$ cat src/rtl/cas_pkg.sv
// Shared types and TRS-80 Level II cassette timing for the tape player.
// Default cycle counts are derived from a 42 MHz clk_sys.
package cas_pkg;

    localparam int unsigned CAS_CLK_HZ       = 42_000_000;
    localparam int unsigned CAS_CELL_US      = 2000;  // 500 baud bit cell
    localparam int unsigned CAS_PULSE_US     = 125;
    localparam int unsigned CAS_CLK_PER_US   = CAS_CLK_HZ / 1_000_000;
    localparam int unsigned CAS_CELL_CYCLES  = CAS_CLK_PER_US * CAS_CELL_US;
    localparam int unsigned CAS_DATA_OFFSET  = CAS_CELL_CYCLES / 2;
    localparam int unsigned CAS_PULSE_CYCLES = CAS_CLK_PER_US * CAS_PULSE_US;

    typedef enum logic [1:0] {
        ST_IDLE  = 2'd0,
        ST_PRIME = 2'd1,
        ST_RUN   = 2'd2,
        ST_DONE  = 2'd3
    } cas_state_e;

endpackage

$ cat src/rtl/cas_bit_cell.sv
// One bit cell of the pulse train: cell counter plus clock/data pulse shaping.
// hold parks the counter and forces the output low while a byte is missing.
module cas_bit_cell
    import cas_pkg::*;
#(
    parameter int unsigned CELL_CYCLES  = CAS_CELL_CYCLES,
    parameter int unsigned DATA_OFFSET  = CAS_DATA_OFFSET,
    parameter int unsigned PULSE_CYCLES = CAS_PULSE_CYCLES
) (
    input  logic clk_i,
    input  logic rst_i,
    input  logic start_i,
    input  logic enable_i,
    input  logic hold_i,
    input  logic bit_i,
    output logic tape_out_o,
    output logic cell_end_o
);

    localparam int unsigned CW  = $clog2(CELL_CYCLES);
    localparam int unsigned CW1 = CW + 1;
    // One extra bit so a pulse window ending exactly at the cell edge still fits
    localparam logic [CW:0] LAST    = CW1'(CELL_CYCLES - 1);
    localparam logic [CW:0] PW_END  = CW1'(PULSE_CYCLES);
    localparam logic [CW:0] D_START = CW1'(DATA_OFFSET);
    localparam logic [CW:0] D_END   = CW1'(DATA_OFFSET + PULSE_CYCLES);

    logic [CW-1:0] cnt_q, cnt_d;
    logic [CW:0]   cnt_x;
    logic          at_last;
    logic          clk_pulse;
    logic          data_pulse;

    assign cnt_x   = {1'b0, cnt_q};
    assign at_last = (cnt_x == LAST);

    always_comb begin
        cnt_d = cnt_q;
        if (start_i) begin
            cnt_d = '0;
        end else if (enable_i && !hold_i) begin
            cnt_d = at_last ? '0 : cnt_q + CW'(1);
        end
    end

    always_ff @(posedge clk_i or posedge rst_i) begin
        if (rst_i) begin
            cnt_q <= '0;
        end else begin
            cnt_q <= cnt_d;
        end
    end

    assign clk_pulse  = (cnt_x < PW_END);
    assign data_pulse = bit_i && (cnt_x >= D_START) && (cnt_x < D_END);
    assign tape_out_o = !start_i && !hold_i && (clk_pulse || data_pulse);
    assign cell_end_o = !start_i && enable_i && !hold_i && at_last;

endmodule

$ cat src/rtl/cas_tape_player.sv
// Replays a downloaded cassette image as a Level II 500-baud pulse train.
// One byte is shifted out while the next is prefetched into a holding buffer.
module cas_tape_player
    import cas_pkg::*;
#(
    parameter int unsigned CELL_CYCLES  = CAS_CELL_CYCLES,
    parameter int unsigned DATA_OFFSET  = CAS_DATA_OFFSET,
    parameter int unsigned PULSE_CYCLES = CAS_PULSE_CYCLES
) (
    input  logic        clk_sys,
    input  logic        reset,
    input  logic        play,
    input  logic        stop,
    input  logic        motor,
    input  logic [15:0] length,
    output logic        rd_req,
    output logic [15:0] rd_addr,
    input  logic [7:0]  rd_data,
    input  logic        rd_ack,
    output logic        tape_out,
    output logic        busy,
    output logic        done,
    output logic        underrun
);

    cas_state_e  state_q, state_d;
    logic [15:0] len_q, len_d;
    logic [15:0] addr_q, addr_d;
    logic        req_q, req_d;
    logic [7:0]  shreg_q, shreg_d;
    logic [7:0]  pbuf_q, pbuf_d;
    logic [2:0]  bidx_q, bidx_d;
    logic        pbuf_full_q, pbuf_full_d;
    logic        stall_q, stall_d;
    logic        underrun_q, underrun_d;

    logic        ack_ok;
    logic        more;
    logic [15:0] next_addr;
    logic        cell_idle;
    logic        cell_end;

    assign ack_ok    = rd_ack && req_q;
    assign more      = (addr_q != len_q - 16'd1);
    assign next_addr = addr_q + 16'd1;
    assign cell_idle = (state_q != ST_RUN);

    cas_bit_cell #(
        .CELL_CYCLES (CELL_CYCLES),
        .DATA_OFFSET (DATA_OFFSET),
        .PULSE_CYCLES(PULSE_CYCLES)
    ) u_cell (
        .clk_i     (clk_sys),
        .rst_i     (reset),
        .start_i   (cell_idle),
        .enable_i  (motor),
        .hold_i    (stall_q),
        .bit_i     (shreg_q[bidx_q]),
        .tape_out_o(tape_out),
        .cell_end_o(cell_end)
    );

    always_comb begin
        state_d     = state_q;
        len_d       = len_q;
        addr_d      = addr_q;
        req_d       = req_q;
        shreg_d     = shreg_q;
        pbuf_d      = pbuf_q;
        bidx_d      = bidx_q;
        pbuf_full_d = pbuf_full_q;
        stall_d     = stall_q;
        underrun_d  = underrun_q;

        if (stop) begin
            state_d     = ST_IDLE;
            req_d       = 1'b0;
            pbuf_full_d = 1'b0;
            stall_d     = 1'b0;
        end else begin
            unique case (state_q)
                ST_IDLE, ST_DONE: begin
                    if (play) begin
                        underrun_d  = 1'b0;
                        pbuf_full_d = 1'b0;
                        stall_d     = 1'b0;
                        if (length == '0) begin
                            state_d = ST_DONE;
                        end else begin
                            len_d   = length;
                            addr_d  = '0;
                            req_d   = 1'b1;
                            state_d = ST_PRIME;
                        end
                    end
                end
                ST_PRIME: begin
                    if (ack_ok) begin
                        shreg_d = rd_data;
                        bidx_d  = 3'd7;
                        req_d   = 1'b0;
                        state_d = ST_RUN;
                        if (more) begin
                            addr_d = next_addr;
                            req_d  = 1'b1;
                        end
                    end
                end
                ST_RUN: begin
                    if (ack_ok) begin
                        req_d = 1'b0;
                        if (stall_q) begin
                            shreg_d = rd_data;
                            bidx_d  = 3'd7;
                            stall_d = 1'b0;
                            if (more) begin
                                addr_d = next_addr;
                                req_d  = 1'b1;
                            end
                        end else begin
                            pbuf_d      = rd_data;
                            pbuf_full_d = 1'b1;
                        end
                    end
                    // An ack landing on the final cell edge goes straight to the shifter
                    if (cell_end) begin
                        if (bidx_q != 3'd0) begin
                            bidx_d = bidx_q - 3'd1;
                        end else if (pbuf_full_q || ack_ok) begin
                            shreg_d     = pbuf_full_q ? pbuf_q : rd_data;
                            bidx_d      = 3'd7;
                            pbuf_full_d = 1'b0;
                            if (more) begin
                                addr_d = next_addr;
                                req_d  = 1'b1;
                            end
                        end else if (req_q) begin
                            stall_d    = 1'b1;
                            underrun_d = 1'b1;
                        end else begin
                            state_d = ST_DONE;
                        end
                    end
                end
                default: state_d = ST_IDLE;
            endcase
        end
    end

    always_ff @(posedge clk_sys or posedge reset) begin
        if (reset) begin
            state_q     <= ST_IDLE;
            len_q       <= '0;
            addr_q      <= '0;
            req_q       <= 1'b0;
            shreg_q     <= '0;
            pbuf_q      <= '0;
            bidx_q      <= '0;
            pbuf_full_q <= 1'b0;
            stall_q     <= 1'b0;
            underrun_q  <= 1'b0;
        end else begin
            state_q     <= state_d;
            len_q       <= len_d;
            addr_q      <= addr_d;
            req_q       <= req_d;
            shreg_q     <= shreg_d;
            pbuf_q      <= pbuf_d;
            bidx_q      <= bidx_d;
            pbuf_full_q <= pbuf_full_d;
            stall_q     <= stall_d;
            underrun_q  <= underrun_d;
        end
    end

    assign rd_req   = req_q;
    assign rd_addr  = addr_q;
    assign busy     = (state_q == ST_PRIME) || (state_q == ST_RUN);
    assign done     = (state_q == ST_DONE);
    assign underrun = underrun_q;

endmodule
$ cat config.mk
export PLATFORM = sky130hd
export DESIGN_NAME = cas_tape_player
export DESIGN_NICKNAME = d
export VERILOG_FILES = /design/src/rtl/cas_pkg.sv /design/src/rtl/cas_bit_cell.sv /design/src/rtl/cas_tape_player.sv
export SDC_FILE = /design/constraint.sdc
export NUM_CORES = 1
export LEC_CHECK = 0
export ABC_AREA = 1
export BUFFER_PORTS_ARGS = -buffer_cell sky130_fd_sc_hd__buf_2
export CAP_MARGIN = 0
export CORE_MARGIN = 2
export CORE_UTILIZATION = 40
export CTS_BUF_LIST = sky130_fd_sc_hd__clkbuf_4
export CTS_CLUSTER_DIAMETER = 120
export DETAILED_ROUTE_END_ITERATION = 12
export MAX_ROUTING_LAYER = met4
export PLACE_DENSITY_LB_ADDON = 0.2
export SETUP_SLACK_MARGIN = 0.3
export SLEW_MARGIN = 5
export SYNTH_ARGS = -nofsm -noshare
export SYNTH_HDL_FRONTEND = slang
export SYNTH_SLANG_ARGS = --single-unit
$ cat constraint.sdc
create_clock -name clk_sys -period 5.8 [get_ports clk_sys]
set_clock_uncertainty 0.05 [all_clocks]
set_input_delay 0.87 -clock clk_sys [delete_from_list [all_inputs] [get_ports clk_sys]]
set_output_delay 0.87 -clock clk_sys [all_outputs]
set_load 0.1 [all_outputs]
Yosys cells after proc, flatten, opt, wreduce, memory -nomap -nowiden
Index checks and enable logic that the tools add are counted.
- bits in registers: 74
- output and inout bits: 21
- logic and storage cells: 144
- add/sub/neg operators: 4
- order comparisons: 4
- equality and inequality tests: 20
- mux-type cells: 72
- bitwise gates (word level): 3
- reductions and logical operators: 30
- operators by type and width (cell ; number):
    $mux W16 ; 10
    $mux W8 ; 7
    $mux W17 ; 3
    $pmux W16 S3 ; 1
    $mux W1 ; 29
    $ne A3 B3 Y1 const B ; 7
    $mux W3 ; 6
    $add A17 B1 Y17 const B ; 1
    $eq A17 B17 Y1 const B ; 1
    $ge A17 B16 Y1 const B ; 1
    $lt A17 B13 Y1 const B ; 1
    $lt A17 B16 Y1 const B ; 1
    $add A16 B1 Y16 const B ; 1
    $logic_not A16 Y1 ; 1
    $mux W2 ; 8
    $ne A16 B16 Y1 ; 1
    $ne A2 B2 Y1 const B ; 8
    $pmux W8 S2 ; 1
    $sub A16 B1 Y16 const B ; 1
    $reduce_and A4 Y1 ; 3
    $logic_and A1 B1 Y1 ; 9
    $reduce_and A7 Y1 ; 1
    $pmux W1 S2 ; 3
    $pmux W2 S3 ; 1
    other kinds (17) ; 27

Depth between registers and ports, before layout
- depth after elaboration: 11
- depth in mapped cells: 19

Hierarchy
A second synthesis with hierarchy kept.
- cell total of the unflattened synthesis: 844
- area, all modules: 5657.9 um2
- by module, submodules not included (module ; times used ; cells an instance ; area each (um2) ; sequential area each (um2)):
    cas_tape_player ; 1 ; 666 ; 4459.3 ; 1426.4
    cas_bit_cell ; 1 ; 178 ; 1198.6 ; 425.4

Least setup slack after synthesis
OpenSTA, ideal clock, no wires.
- kind: register to output
- start: register u_cell.cnt_q[5]
- end: output port tape_out
- arrival time: 2.539 ns
- required time: 4.880 ns
- slack: 2.341 ns
- cell stages (with the launch flop): 10
- path through: dfrtp_1 -> nor2_2 -> inv_1 -> nor3_1 -> nor2_1 -> o21ai_0 -> nand2_1 -> nor4_1 -> o21ai_0 -> nor2_1
- cells in the longest elaborated chain, start to end: 5
- elaborated cells on any way between the ends: 7
- classes of those cells: order compare: 3; reduce/logical: 4
- RTL lines (element ; RTL line ; RTL):
    start, declared ; cas_bit_cell.sv:28 ; logic [CW-1:0] cnt_q, cnt_d;
    start signal, assigned ; cas_bit_cell.sv:50 ; cnt_q <= cnt_d;
    $ge A17 B16 Y1 ; cas_bit_cell.sv:55 ; assign data_pulse = bit_i && (cnt_x >= D_START) && (cnt_x < D_END);
    $logic_and A1 B1 Y1 (2 in a row) ; cas_bit_cell.sv:55 ;
    $logic_or A1 B1 Y1 (*) ; cas_bit_cell.sv:56 ; assign tape_out_o = !start_i && !hold_i && (clk_pulse || data_pulse);
    $logic_and A1 B1 Y1 (*) ; cas_bit_cell.sv:56 ;
    end, declared ; cas_tape_player.sv:20 ; output logic tape_out,
Every way passes the cells marked *; elsewhere a longest branch is shown, timed or not.

Worst setup path after layout
Same ends and word-level chain as after synthesis.

==> run summary <==
Top FF cell, synth -> dfrtp_1
Setup Buffers After CTS -> 0
GRT Overall Usage -> 0.218
worst path cell trace -> nor2_2 -> inv_1 -> nor3_1 -> nor2_1 -> o21ai_0 -> nand2_1 -> nor4_1 -> o21ai_0 -> nor2_1 -> buf_2
post-placement cell count -> 1024
non-filler cells, final -> 1041
antenna violations before repair -> 1
Final Max Slew Viols -> 0
Power, Total -> 2.24 mW
Hold Crit Class -> register to register
CP Class -> register to output pin
Worst R2R Start -> state_q[0]
Buf/Inv on CP -> 2
Final Wtd Congestion -> 0.905
FFs w/ async S/R, synth -> 1.00
Chip Height -> 121 um
CTS root buf -> clkbuf_4
status -> finished, final reports clean
first-pass GRT wire length -> 24600 um
Hold WS -> 0.456 ns
final worst path period need -> 3.49 ns
CTS tree -> yes
Hold Crit Start -> pbuf_q[7]
DR pass1 iterations -> 4
library cells used by synthesis -> 44
Top Ports -> 51
VDD IR max -> 254 uV
largest area contributor in the netlist -> dfrtp_1
clk sinks -> 74
syn_nets -> 854
Worst Max-Slew Pin Slew -> 0.976 ns
vias in the first global route -> 5050
TritonCTS Buffers -> 9
most frequent cells after synthesis -> nand2_1 (216), inv_1 (116), dfrtp_1 (74)
largest cells by area after synthesis -> dfrtp_1 (34%), nand2_1 (15%), inv_1 (7.9%)
gr ovfl total -> 0
CTS resizes -> 0
Yosys top cell area share -> 0.336
Via Count -> 5259
Max Clk Rate -> 287 MHz
final setup TNS -> 0 ns
Mapped Area -> 5500 sq um
clock latency on the worst-skew pair -> 0.47 ns
sequential area share after synthesis -> 0.336
core area -> 13300 sq um
die area -> 14700 sq um
number of synthesized flops with an enable pin -> 0
Synth Warn # -> 0
most common cell in the netlist -> nand2_1
slowest CP cell -> buf_2
DP Area -> 5900 sq um
Worst Path Arrival -> 2.57 ns
Startpoint Class -> register
Final Hold Viols -> 0
Die X-Extent -> 121 um
drt drc -> 0
crit share post-route -> 0.602
CP top delay family -> simple AND/OR/NAND/NOR gates
RSZ-0062 raised after global routing -> false
post-layout util -> 0.456
crit end category -> output pin
Largest stage delay, worst path -> 0.45 ns
post-route ant nets -> 0
Final setup violation count -> 0
# port buffers -> 50
crit path from -> u_cell.cnt_q[5]
Initial Util -> 0.412
Row Count -> 42
Clock Tree Buf Depth -> 2
pre-CTS setup slack -> 2.67 ns
Design Area, Final -> 6090 sq um
synthesized flop and latch total -> 74
max cap viols -> 0
routed len/inst -> 14.1 um
Iter 0 DRT Violations -> 306
CP required -> 4.88 ns
Final nets -> 898
Clock transition at path regs -> 0.13 ns
post-synthesis cell count -> 815
slew margin rel. -> 0.349
Detail Placement HPWL -> 11000 um
H-tree Lvls -> 3
CTS Hold Buffers Added -> 0
layout cells sized above 1 -> 0.134
Mean Syn Cell Area -> 6.75 sq um
Avg Vias per Cell -> 5.05
CP max FO -> 5
Cell Pwr Density -> 367 nW/um^2
pin count of the biggest net entering global routing -> 75
static leakage -> 3.04 nW
final wirelength -> 14600 um
PnR worst setup slack -> 2.31 ns
Syn-to-layout area delta -> 10.7%
## path summary, 6_finish.rpt
| path | end | slack [ns] | depth (start not counted) |
|---|---|---|---|
| min in group asynchronous | u_cell.cnt_q[11] | 0.63 | 3 |
| hold / removal | pbuf_q[7] | 0.46 | 2 |
| hold reg to reg | pbuf_q[7] | 0.46 | 2 |
| setup / recovery | tape_out | 2.31 | 10 |
| max in group asynchronous | rd_addr[9] | 4.44 | 3 |
| setup reg to reg | rd_addr[8] | 2.60 | 12 |
## metal layers
| layer | track usage | routed length, um |
|---|---|---|
| met2 | 0.353 | 6870 |
| met4 | 0.0618 | 223 |
| met1 | 0.275 | 6960 |
| met3 | 0.0475 | 575 |
| met5 | - | 0 |
## worst reg2reg max path, delay by kind of cell, from the launching register on
family | cells | cell delay, ns
fa+ha+maj | 1 | 0.62
compound gates | 2 | 0.28
flops | 1 | 0.43
simple gates | 5 | 1.04
buf+inv | 4 | 0.70
## flip-flops by register name, indices dropped and copies added, names as in the netlist, 2 cells and up
register      flops
u_cell.cnt_q     17
len_q            16
rd_addr          16
pbuf_q            8
shreg_q           8
bidx_q            3
state_q           2
## cells by family (layout without fill, tap and decap cells)
| logic type | after synthesis | count (layout) | synth area share |
|---|---|---|---|
| flip-flops | 74 | 74 | 0.336 |
| buffers and inverters | 142 | 191 | 0.100 |
| other | 0 | 1 | 0 |
| multiplexers | 6 | 6 | 0.0123 |
| adder cells (fa/ha/maj) | 9 | 9 | 0.0205 |
| XOR/XNOR | 25 | 25 | 0.0425 |
| AND/OR/NAND/NOR | 408 | 408 | 0.338 |
| AO/OA/AOI/OAI | 151 | 151 | 0.150 |
## area by class of cell
class,count,area (sq um)
sequential,74,1850
antenna,1,2.50
timing repair buffer,52,265
inverter,123,463
clock inverter,6,115
tap,176,220
fill,1407,7260
multi-input combinational,599,3100
clock buffer,10,75.1
## where the power goes
group / switching, mW / internal [mW] / total, mW / leakage [nW]
combinational: 0.709 / 0.332 / 1.04 / 1.99
clock: 0.203 / 0.224 / 0.427 / 0.0968
sequential: 0.133 / 0.635 / 0.768 / 0.954
## cell usage in the layout, fill, tap and decap left out, types with 5 or more instances in the layout
| master | count |
|---|---|
| xor2_1 | 15 |
| a21oi_1 | 38 |
| inv_1 | 115 |
| inv_2 | 7 |
| nor2_4 | 5 |
| a22oi_1 | 6 |
| mux2_2 | 6 |
| nand4_1 | 11 |
| buf_2 | 50 |
| nand3_1 | 65 |
| o211ai_1 | 10 |
| xnor2_1 | 8 |
| nor2_1 | 71 |
| ha_1 | 9 |
| nor2_2 | 11 |
| nor3_1 | 10 |
| o22ai_1 | 8 |
| nand2_1 | 216 |
| clkbuf_4 | 10 |
| o21ai_1 | 8 |
| o21ai_0 | 73 |
| dfrtp_1 | 74 |
No activity file was read; power rests on OpenSTA's default activity.
